[config.mk]
export PLATFORM = sky130hd
export DESIGN_NAME = i2s_tx
export DESIGN_NICKNAME = d
export VERILOG_FILES = /design/src/rtl/i2s_tx.sv
export SDC_FILE = /design/constraint.sdc
export NUM_CORES = 1
export LEC_CHECK = 0
export CAP_MARGIN = 20
export CORE_ASPECT_RATIO = 0.6
export CORE_UTILIZATION = 45
export CTS_CLUSTER_SIZE = 30
export DETAILED_ROUTE_END_ITERATION = 8
export PLACE_DENSITY = 0.71
export SYNTH_ARGS = -nofsm -noshare
export SYNTH_HDL_FRONTEND = slang
export SYNTH_SLANG_ARGS = --single-unit
[constraint.sdc]
create_clock -name clk -period 2.4 [get_ports clk]
set_clock_uncertainty 0.15 [all_clocks]
set_input_delay 0.36 -clock clk [delete_from_list [all_inputs] [get_ports clk]]
set_output_delay 0.36 -clock clk [all_outputs]
set_load 0.01 [all_outputs]
[src/rtl/i2s_tx.sv]
// ============================================================================
// i2s_tx -- stereo I2S transmitter
//
// Serializes signed parallel stereo samples into a standard I2S stream
// (one-BCLK data delay after each LRCLK edge, MSB first). BCLK, LRCLK and
// SDATA are all derived from the single system clock and are registered.
// One stereo pair is taken per frame through a valid/ready handshake backed
// by a one-entry holding buffer. When no pair is available at a frame
// boundary the frame carries silence and a one-cycle underrun pulse is raised.
//
// Ports:
//   clk       in   system clock, all logic on the rising edge
//   rst_n     in   asynchronous active-low reset
//   left_in   in   left-channel sample (signed, DATA_W bits)
//   right_in  in   right-channel sample (signed, DATA_W bits)
//   in_valid  in   left_in/right_in hold a valid pair
//   in_ready  out  holding buffer empty; transfer when in_valid && in_ready
//   bclk      out  I2S bit clock (BCLK_DIV clk cycles per period, 50% duty)
//   lrclk     out  word select, 0 = left slot, 1 = right slot
//   sdata     out  serial data, MSB first, changes as bclk falls
//   underrun  out  one-clk pulse when a frame is loaded with no sample
// ============================================================================
module i2s_tx #(
   parameter int DATA_W   = 24,  // sample width, >= 2
   parameter int SLOT_W   = 32,  // BCLK periods per channel slot, >= DATA_W+1
   parameter int BCLK_DIV = 4    // clk cycles per BCLK period, even, >= 2
) (
   input  logic              clk,
   input  logic              rst_n,
   input  logic [DATA_W-1:0] left_in,
   input  logic [DATA_W-1:0] right_in,
   input  logic              in_valid,
   output logic              in_ready,
   output logic              bclk,
   output logic              lrclk,
   output logic              sdata,
   output logic              underrun
);

   localparam int DIV_W = (BCLK_DIV > 2) ? $clog2(BCLK_DIV) : 1;
   localparam int BIT_W = $clog2(2 * SLOT_W);

   localparam logic [DIV_W-1:0] DIV_LAST = DIV_W'(BCLK_DIV - 1);
   localparam logic [DIV_W-1:0] DIV_HALF = DIV_W'(BCLK_DIV / 2);
   localparam logic [BIT_W-1:0] BIT_LAST = BIT_W'(2 * SLOT_W - 1);
   localparam logic [BIT_W-1:0] BIT_SLOT = BIT_W'(SLOT_W);

   // Timing state
   logic [DIV_W-1:0]  div_cnt_q, div_cnt_d;
   logic [BIT_W-1:0]  bit_cnt_q, bit_cnt_d;

   // Holding buffer; in_ready_q doubles as its "empty" flag
   logic [DATA_W-1:0] buf_l_q, buf_l_d;
   logic [DATA_W-1:0] buf_r_q, buf_r_d;
   logic              in_ready_q, in_ready_d;

   // Frame register (pair being transmitted) and channel shifter
   logic [DATA_W-1:0] frame_l_q, frame_l_d;
   logic [DATA_W-1:0] frame_r_q, frame_r_d;
   logic [DATA_W-1:0] shift_q, shift_d;

   // Registered outputs
   logic              bclk_q, bclk_d;
   logic              lrclk_q, lrclk_d;
   logic              sdata_q, sdata_d;
   logic              underrun_q, underrun_d;

   logic              div_wrap;
   logic              load;

   always_comb begin
      // NOTE: every signal assigned in this block gets a default first, so no
      // path can leave it unassigned and infer a latch.
      div_cnt_d  = div_cnt_q;
      bit_cnt_d  = bit_cnt_q;
      buf_l_d    = buf_l_q;
      buf_r_d    = buf_r_q;
      in_ready_d = in_ready_q;
      frame_l_d  = frame_l_q;
      frame_r_d  = frame_r_q;
      shift_d    = shift_q;
      lrclk_d    = lrclk_q;
      sdata_d    = sdata_q;
      underrun_d = 1'b0;

      // BCLK divider; the wrap edge is the BCLK falling edge
      div_wrap  = (div_cnt_q == DIV_LAST);
      div_cnt_d = div_wrap ? '0 : div_cnt_q + DIV_W'(1);
      bclk_d    = (div_cnt_d >= DIV_HALF);

      // Load cycle: last clk of the last bit of the frame
      load = div_wrap && (bit_cnt_q == BIT_LAST);

      if (div_wrap) begin
         bit_cnt_d = (bit_cnt_q == BIT_LAST) ? '0 : bit_cnt_q + BIT_W'(1);
      end

      // Frame loading and handshake. In the load cycle a full buffer wins;
      // an empty buffer lets a simultaneous input pair bypass straight in.
      if (load) begin
         if (!in_ready_q) begin
            frame_l_d  = buf_l_q;
            frame_r_d  = buf_r_q;
            in_ready_d = 1'b1;
         end else if (in_valid) begin
            frame_l_d = left_in;
            frame_r_d = right_in;
         end else begin
            frame_l_d  = '0;
            frame_r_d  = '0;
            underrun_d = 1'b1;
         end
      end else if (in_valid && in_ready_q) begin
         buf_l_d    = left_in;
         buf_r_d    = right_in;
         in_ready_d = 1'b0;
      end

      // Serializer. At each slot start (k=0) the delay bit is 0 and the
      // channel is loaded into the shifter; after DATA_W shifts the shifter
      // holds only zeros, which provides the trailing padding for free.
      if (div_wrap) begin
         lrclk_d = (bit_cnt_d >= BIT_SLOT);
         if (bit_cnt_d == '0) begin
            sdata_d = 1'b0;
            shift_d = frame_l_d;
         end else if (bit_cnt_d == BIT_SLOT) begin
            sdata_d = 1'b0;
            shift_d = frame_r_q;
         end else begin
            sdata_d = shift_q[DATA_W-1];
            shift_d = {shift_q[DATA_W-2:0], 1'b0};
         end
      end
   end

   // NOTE: state is updated with non-blocking assignments only, so every
   // register samples the pre-edge values regardless of statement order.
   always_ff @(posedge clk or negedge rst_n) begin
      if (!rst_n) begin
         // NOTE: the buffer and frame data are reset as well, so a pair held
         // when reset hits can never leak into the stream afterwards.
         div_cnt_q  <= '0;
         bit_cnt_q  <= '0;
         buf_l_q    <= '0;
         buf_r_q    <= '0;
         in_ready_q <= 1'b1;
         frame_l_q  <= '0;
         frame_r_q  <= '0;
         shift_q    <= '0;
         bclk_q     <= 1'b0;
         lrclk_q    <= 1'b0;
         sdata_q    <= 1'b0;
         underrun_q <= 1'b0;
      end else begin
         div_cnt_q  <= div_cnt_d;
         bit_cnt_q  <= bit_cnt_d;
         buf_l_q    <= buf_l_d;
         buf_r_q    <= buf_r_d;
         in_ready_q <= in_ready_d;
         frame_l_q  <= frame_l_d;
         frame_r_q  <= frame_r_d;
         shift_q    <= shift_d;
         bclk_q     <= bclk_d;
         lrclk_q    <= lrclk_d;
         sdata_q    <= sdata_d;
         underrun_q <= underrun_d;
      end
   end

   assign in_ready = in_ready_q;
   assign bclk     = bclk_q;
   assign lrclk    = lrclk_q;
   assign sdata    = sdata_q;
   assign underrun = underrun_q;

endmodule

==> results of run 1 <==
cell type report:
cell class	instances	area, um2	share of cell area, %
flip-flops and latches	132	3310	44.0
multi-input cells	285	2430	32.4
repair buffers	84	893	11.9
clock buffers	19	433	5.76
well taps	170	213	2.83
clock inverters	13	125	1.67
inverters	30	113	1.50
cells in the mapped netlist, drive strengths merged, types with 2 or more instances:
cell     instances  area share [%]
mux2i           24             4.0
nand3           29             2.4
nand2            4            0.25
xnor2            2            0.29
nor2            53             3.3
clkbuf          18             1.1
nand4            3            0.31
or2              3            0.31
a221oi          24             3.5
inv             30             1.9
ha               2            0.42
buf             22             2.3
a21oi            2            0.17
a2111oi          2            0.29
o21ai            6            0.50
dfrtp          131              55
xor2             2            0.29
o221ai          23             5.3
mux2            71              13
a22o            23             3.4
state kept, by name (all words and copies together) (netlist names):
name	count
bclk	1
bit_cnt_q	6
buf_l_q	24
buf_r_q	24
div_cnt_q	1
frame_l_q	24
frame_r_q	24
in_ready	1
lrclk	1
sdata	1
shift_q	24
underrun	1
power breakdown:
group          total (W)  internal (W)  leakage [nW]  switching, W
registers        0.00237       0.00232          1.69     0.0000464
clock network    0.00242       0.00143         0.257      0.000988
logic           0.000295      0.000185          1.47      0.000110
total            0.00509       0.00394          3.42       0.00114
path summary, 6_finish.rpt:
check                           slack, ns  cells past startpoint                     end
worst max-delay path                 0.07                      7  shift_q[6]$_DFFE_PN0N_
worst min-delay path                 0.23                      2  frame_l_q[6]$_DFF_PN0_
worst max register to register       0.07                      7  shift_q[6]$_DFFE_PN0N_
worst min register to register       0.28                      1  div_cnt_q[0]$_DFF_PN0_
max in group asynchronous            1.14                      3    in_ready$_DFFE_PN1P_
min in group clk                     0.28                      1  div_cnt_q[0]$_DFF_PN0_
timing repair:
item	4_1_cts	5_1_grt
endpoints found under the hold margin	15	0
gates cloned	0	1
hold buffers	1	0
pin swaps	0	3
gates resized for setup	1	12
endpoints found under the setup margin	12	24
setup buffers	0	1
layer usage:
metal / share of wire [%] / GRT usage [%] / vias to the layer above
met1: 49 / 29.7 / 2109
met3: 4.4 / 5.48 / 8
li1: - / - / 1918
met2: 46 / 33.0 / 100
met4: 0.66 / 5.33 / 0
met5: 0 / 0 / -
cell families (layout without fill, tap and decap cells):
logic type / count (synthesis) / after routing
AO/OA/AOI/OAI: 86 / 86
XOR/XNOR: 4 / 4
buffers and inverters: 70 / 146
AND/OR/NAND/NOR: 98 / 98
flip-flops: 132 / 132
multiplexers: 95 / 95
adder cells (fa/ha/maj): 2 / 2
critical path, delay by kind of cell (launching register included):
| family | cells | cell delay (ns) |
|---|---|---|
| DFF | 1 | 0.38 |
| AOI/OAI and AO/OA | 3 | 0.70 |
| buffers and inverters | 1 | 0.20 |
| and+or+nand+nor | 2 | 0.48 |
| adders and majority gates | 1 | 0.34 |
stage by stage:
step | total power (W) | TNS, ns | cell area, um2 | instances
final | 0.00509 | 0 | 7510 | 733
after CTS | 0.00514 | 0 | 7430 | 731
after global placement | 0.00269 | 0 | 6870 | 698
after detailed placement | 0.00270 | -0.0296 | 6870 | 698
after global routing | 0.00529 | -0.0157 | 7510 | 733
after floorplan | 0.00252 | 0 | 6000 | 487
==> flow_summary.toml, run 1 <==
[floorplan]
die_x_um = 151
die_h_um = 91.4
pin_count = 56
fp-row-count = 32
core-area_um2 = 12900
initial_utilization_pct = 46.4
die-area_um2 = 13800

[grt]
overflow = 0
gr-usage-all-layers_pct = 21.3
grt_pass1_vias = 4462
grt_pass1_wl_um = 22700
grt_max_degree = 48
antenna_found_initial = 0

[layout]
final_util_pct = 58.1
final_cell_mix = "dfrtp_1 (130), mux2_2 (71), clkdlybuf4s50_1 (54), nor2_1 (52), inv_1 (30)"
final_common_cell = "dfrtp_1"
fillers = 1059
antennaDiodeCount = 0
area_growth_pct = 25.3
fin_nets = 603
layout-drive-gt1-share_pct = 29.5

[sta]
hold_viol = 0
tightest_slew_ns = 0.434
layout_setup_ws_ns = 0.0694
setup_viol = 0
worst_hold_slack_ns = 0.230
maxSlewViolCount = 0
max_freq_mhz = 429
fin_crit_sh_pct = 97.1
slew_headroom_pct = 71.0
fin_crit_ns = 2.33

[clock_network]
cts_root_buffer = "clkbuf_16"
cts_buffers = 17
h-tree-depth = 4
cts_tree = "built"
cts_num_sinks = 132
clk_path_buf_depth = 2
path_clk_slew_ns = 0.06
clk_latency_ns = 0.41

[worst_setup_path]
cp-startpoint = "bit_cnt_q[0]$_DFF_PN0_"
critPathCaptureType = "flip-flop"
start_kind = "flip-flop"
cpPeakStageDelay_ns = 0.39
cp.arrival_ns = 2.50
cp_slowest_cell = "a2111oi_2"
crit_required_ns = 2.57
rr_startpoint = "bit_cnt_q[0]$_DFF_PN0_"
path_cells = "ha_1 > nand2b_1 > a2111oi_2 > o32ai_2 > or2_4 > clkbuf_16 > o221ai_2"
path_class = "flip-flop to flip-flop"
crit_path_max_fanout = 12

[pwr]
p_leak_nw = 3.42
vdd_drop_max_mv = 0.369
power_density_nw_per_um2 = 677

[synthesis]
synth_flop_cell = "dfrtp_1"
synth_xor_area_share_pct = 0.584
synth_cell_types = 38
yosysWarningCount = 0
synth_top_family_by_area = "multiplexers"
synthCells = 487
synth-simple-area-share_pct = 7.24
syn-cell-area_um2 = 6000
synth_edf_count = 0
syn_avg_cell_area_um2 = 12.3
synth_adder_area_share_pct = 0.417
synth.net_count = 540
synth.yosys.seq_area_share_pct = 55.1
synth_compound_area_share_pct = 14.1
ys_seq_elements = 132
async_flop_share_pct = 100
post_synth_mux_area_share_pct = 17.3

[drt]
vias = 4135
antenna_left = 0
drc = 0
first_iter_violations = 204
dr.pass1.iters = 4
wl_per_cell_um = 17.9
vias_per_cell = 5.64
routed_wl_um = 13100

[run_status]
status = "finished, final reports clean"

[placement]
dp_hpwl_um = 8650
io_buffers = 55
post-place-ws_ns = -0.0208
place_congestion = 0.771

[run]
drv_cap = 0

[worst_hold_path]
hold_path_class = "input port to async pin"
Note: power is estimated with default switching activity, not from simulation.
==> run 2: changes to the inputs <==
Settings changed: CORE_MARGIN set to 1.5, GPL_ROUTABILITY_DRIVEN set to 0.
==> run 2 against run 1 <==
  * Wire length decreased by 1.7%
  * Largest cell class unchanged
  * Combinational power about the same
  * Highest routed layer unchanged
  * Utilization increased by 0.85 points
  * Via count decreased by 1.9%
  * Fmax increased by 1.1%
  * Flip-flop and latch count unchanged
==> flow_summary.toml, run 2 (synthesis gave the netlist of run 1 again) <==
[floorplan]
initial_utilization_pct = 46.4
die_x_um = 152
core-area_um2 = 12900
die_h_um = 92.4
pin_count = 56
fp-row-count = 32
die-area_um2 = 14100

[sta]
tightest_slew_ns = 0.582
setup_viol = 0
max_freq_mhz = 434
setup_tns_ns = 0
hold_viol = 0
maxSlewViolCount = 0
slew_headroom_pct = 61.2
worst_hold_slack_ns = 0.338
rsz0062_at_grt = "false"
fin_crit_ns = 2.30
layout_setup_ws_ns = 0.0959
fin_crit_sh_pct = 96.0

[layout]
final_cell_mix = "dfrtp_1 (130), mux2_2 (71), clkdlybuf4s50_1 (54), nor2_1 (52), inv_1 (30)"
area_growth_pct = 27.1
final_common_cell = "dfrtp_1"
layout-drive-gt1-share_pct = 29.3
final_area_um2 = 7620
fin_nets = 600
antennaDiodeCount = 0

[drt]
routed_wl_um = 12900
vias_per_cell = 5.56
wl_per_cell_um = 17.7
dr.pass1.iters = 4
antenna_left = 0
first_iter_violations = 204
drc = 0
vias = 4056

[worst_setup_path]
cpPeakStageDelay_ns = 0.40
path_cells = "ha_4 > nand4_1 > buf_4 > or2_2 > nand2_2 > buf_12 > mux2_2"
cp.arrival_ns = 2.45
crit_required_ns = 2.54
cp_slowest_cell = "dfrtp_1"
crit_path_max_fanout = 26
path_class = "flip-flop to flip-flop"
critPathCaptureType = "flip-flop"
start_kind = "flip-flop"

[pwr]
p_seq_share_pct = 41.9
p_int_w = 0.00447
pwr-share-clk_pct = 52.9
p_leak_nw = 3.46
combPwrFrac_pct = 5.2
vdd_drop_max_mv = 0.454
switching_share_pct = 20.9
switchingPower_w = 0.00118
power_density_nw_per_um2 = 742

[worst_hold_path]
hold_path_class = "input port to async pin"

[clock_network]
cts_tree = "built"
path_clk_slew_ns = 0.06
h-tree-depth = 4
cts_root_buffer = "clkbuf_16"
clk_path_buf_depth = 2
clk_latency_ns = 0.41
cts_num_sinks = 132
cts_buffers = 17

[grt]
antenna_found_initial = 0
grt_pass1_vias = 4161
gr-usage-all-layers_pct = 19.6
overflow = 0
grt_pass1_wl_um = 21500
grt_max_degree = 42

[placement]
io_buffers = 55
post-place-ws_ns = 0.0376
placed_cell_area_um2 = 6880
dp_hpwl_um = 8300

[run]
drv_cap = 0

[run_status]
status = "finished, final reports clean"
-- run 2: cell types whose count changed in the layout (fill, tap and decap cells not counted), moves of 2 or more --
cell | previous run | this run
buf_12 | 8 | 10
buf_4 | 18 | 15
bufinv_16 | 1 | 6
clkinv_4 | 3 | 1
clkinvlp_4 | 5 | 1
mux2i_1 | 24 | 22
mux2i_2 | 0 | 2
-- run 2: layout make-up --
type,instances,area [um2]
well taps,170,213
repair buffers,81,875
multi-input cells,285,2440
fillers,1017,5310
clock buffers,18,429
flip-flops and latches,132,3310
inverters,30,113
clock inverters,14,248
-- run 2: path summary, 6_finish.rpt --
kind | start | to | slack, ns | depth (start not counted)
worst max-delay path | div_cnt_q[0]$_DFF_PN0_ | buf_l_q[1]$_DFFE_PN0P_ | 0.1 | 7
worst min-delay path | rst_n | buf_r_q[6]$_DFFE_PN0P_ | 0.34 | 2
worst max register to register | div_cnt_q[0]$_DFF_PN0_ | buf_l_q[1]$_DFFE_PN0P_ | 0.1 | 7
worst min register to register | div_cnt_q[0]$_DFF_PN0_ | div_cnt_q[0]$_DFF_PN0_ | 0.34 | 1
max in group asynchronous | rst_n | buf_r_q[1]$_DFFE_PN0P_ | 1.14 | 3
min in group clk | div_cnt_q[0]$_DFF_PN0_ | div_cnt_q[0]$_DFF_PN0_ | 0.34 | 1
-- run 2: per-layer routing --
metal / part of all wire [%] / GRT usage (%)
met3: 3.5 / 4.21
met1: 49 / 27.2
met4: 1.0 / 7.61
met2: 47 / 30.1
met5: 0 / 0
-- run 2: repair_timing --
item                                    in CTS  in global routing
resized for setup                            0                 12
hold buffers                                 1                  0
endpoints found under the setup margin       0                 26
endpoints found under the hold margin       37                  0
setup buffers                                0                  1
-- run 2: stage by stage --
step	utilization [%]	instances	power [W]
6_report	58.9	730	0.00566
5_1_grt	58.9	730	0.00584
4_1_cts	58.5	729	0.00571
3_5_place_dp	53.2	696	0.00270
3_3_place_gp	53.2	696	0.00268
2_1_floorplan	-	487	0.00252
-- run 2: power by group through the flow --
stage                     combinational [W]  clock, W  sequential (W)
after floorplan                    0.000124         0         0.00239
after global placement             0.000286         0         0.00240
after detailed placement           0.000296         0         0.00241
after CTS                          0.000300   0.00304         0.00237
after global routing               0.000322   0.00314         0.00238
final                              0.000294   0.00299         0.00237
-- run 2: worst max-delay path, delay by kind of cell (launching register included) --
kind                     cells  cell delay (ns)
buffers and inverters        2             0.43
flip-flops                   1             0.40
adder cells (fa/ha/maj)      1             0.19
AND/OR/NAND/NOR              3             0.64
multiplexers                 1             0.36
==> run 3: changes to the inputs <==
Settings changed: SKIP_LAST_GASP set to 1.
==> run 3 against run 2 <==
  * Final cell count unchanged
  * Power hardly changed
  * Die area unchanged
  * Combinational power is essentially flat
  * Register-to-register slack gained 0.03 ns
  * Critical path depth stayed put
  * Fmax is 1.1% higher
  * Hold slack got worse by 0.0064 ns
  * Sequential share of layout area up 0.057 points
  * Flip-flop and latch count stayed put
==> flow_summary.toml, run 3 (synthesis gave the netlist of run 1 again) <==
[run_status]
status = "finished, final reports clean"

[pwr]
pwr-share-clk_pct = 53.0
total_power_w = 0.00566
power_density_nw_per_um2 = 743
p_seq_share_pct = 41.8
p_int_w = 0.00447
p_leak_nw = 3.46
switching_share_pct = 20.9
switchingPower_w = 0.00118
combPwrFrac_pct = 5.2
vdd_drop_max_mv = 0.455

[drt]
wl_per_cell_um = 17.5
routed_wl_um = 12800
dr.pass1.iters = 4
antenna_left = 0
drc = 0
first_iter_violations = 202
vias = 4037
vias_per_cell = 5.53

[layout]
layout-drive-gt1-share_pct = 28.9
antennaDiodeCount = 0
final_cell_mix = "dfrtp_1 (130), mux2_2 (71), clkdlybuf4s50_1 (54), nor2_1 (52), inv_1 (30)"
stdcell_count = 730
final_common_cell = "dfrtp_1"
fin_nets = 600
area_growth_pct = 26.9

[worst_setup_path]
path_class = "flip-flop to flip-flop"
path_cells = "ha_4 > nand4_1 > buf_4 > or2_2 > nand2_2 > buf_12 > mux2_2"
cp.arrival_ns = 2.42
cpPeakStageDelay_ns = 0.39
cp_slowest_cell = "dfrtp_1"
crit_path_max_fanout = 26
critPathCaptureType = "flip-flop"
start_kind = "flip-flop"
crit_required_ns = 2.55

[floorplan]
die_h_um = 92.4
pin_count = 56
die_x_um = 152
fp-row-count = 32
initial_utilization_pct = 46.4
core-area_um2 = 12900
die-area_um2 = 14100

[grt]
met2_usage_pct = 30.1
grt_pass1_wl_um = 21500
antenna_found_initial = 0
grt-busiest-layer = "met2"
globalRouteMet3Util_pct = 4.21
grt_max_degree = 42
overflow = 0
grt_pass1_vias = 4161
gr-usage-all-layers_pct = 19.6
met1_usage_pct = 27.2

[clock_network]
cts_num_sinks = 132
path_clk_slew_ns = 0.06
clk_latency_ns = 0.41
cts_tree = "built"
cts_buffers = 17
clk_path_buf_depth = 2
cts_root_buffer = "clkbuf_16"
h-tree-depth = 4

[sta]
fin_crit_ns = 2.28
maxSlewViolCount = 0
tightest_slew_ns = 0.572
fin_crit_sh_pct = 94.9
hold_viol = 0
rsz0062_at_grt = "true"
worst_hold_slack_ns = 0.332
slew_headroom_pct = 61.8
setup_viol = 0
max_freq_mhz = 439

[placement]
io_buffers = 55
post-place-cells = 696
dp_hpwl_um = 8300

[worst_hold_path]
hold_path_class = "flip-flop to flip-flop"

[run]
drv_cap = 0
## run 3: power groups by stage
stage / registers [W] / clock network (W) / logic [W]
floorplan: 0.00239 / 0 / 0.000124
global placement: 0.00240 / 0 / 0.000286
detailed placement: 0.00241 / 0 / 0.000296
CTS: 0.00237 / 0.00304 / 0.000300
global route: 0.00238 / 0.00314 / 0.000322
finish: 0.00237 / 0.00300 / 0.000294
## run 3: critical path, delay by kind of cell (launching register included)
kind	cells	cell delay, ns
buffers and inverters	2	0.43
adders and majority gates	1	0.19
DFF	1	0.39
and+or+nand+nor	3	0.64
muxes	1	0.36
## run 3: cell type report
cell class	count	area, um2
fillers	1015	5320
flip-flops and latches	132	3310
multi-input cells	285	2430
repair buffers	81	875
clock buffers	18	429
clock inverters	14	248
well taps	170	213
inverters	30	113
## run 3: path summary, 6_finish.rpt
kind                                        start                endpoint  slack, ns  cells past startpoint
min                        div_cnt_q[0]$_DFF_PN0_  div_cnt_q[0]$_DFF_PN0_       0.33                      1
max                        div_cnt_q[0]$_DFF_PN0_  buf_l_q[1]$_DFFE_PN0P_       0.12                      7
min in group asynchronous                   rst_n  buf_r_q[6]$_DFFE_PN0P_       0.34                      2
max reg2reg                div_cnt_q[0]$_DFF_PN0_  buf_l_q[1]$_DFFE_PN0P_       0.12                      7
max in group asynchronous                   rst_n  buf_l_q[4]$_DFFE_PN0P_       1.14                      3
min reg2reg                div_cnt_q[0]$_DFF_PN0_  div_cnt_q[0]$_DFF_PN0_       0.33                      1
## run 3: what timing repair did
action	CTS	global route
resized for setup	0	10
hold endpoints to repair	37	0
hold buffers	1	0
setup buffers	0	1
endpoints found under the setup margin	0	26
## run 3: per-stage QoR
stage / setup TNS (ns) / worst slack (ns) / utilization (%) / instance area (um2)
6_report: 0 / 0.121 / 58.9 / 7610
5_1_grt: -0.0177 / -0.0177 / 58.9 / 7610
4_1_cts: 0 / 0.0182 / 58.5 / 7560
3_5_place_dp: 0 / 0.0376 / 53.2 / 6880
3_3_place_gp: 0 / 0.0963 / 53.2 / 6880
2_1_floorplan: 0 / 0.0232 / - / 6000
## run 3: per-layer routing
metal	vias up	part of all wire [%]
li1	1901	-
met1	2069	50
met2	58	47
met3	9	2.8
met4	0	0.80
met5	-	0
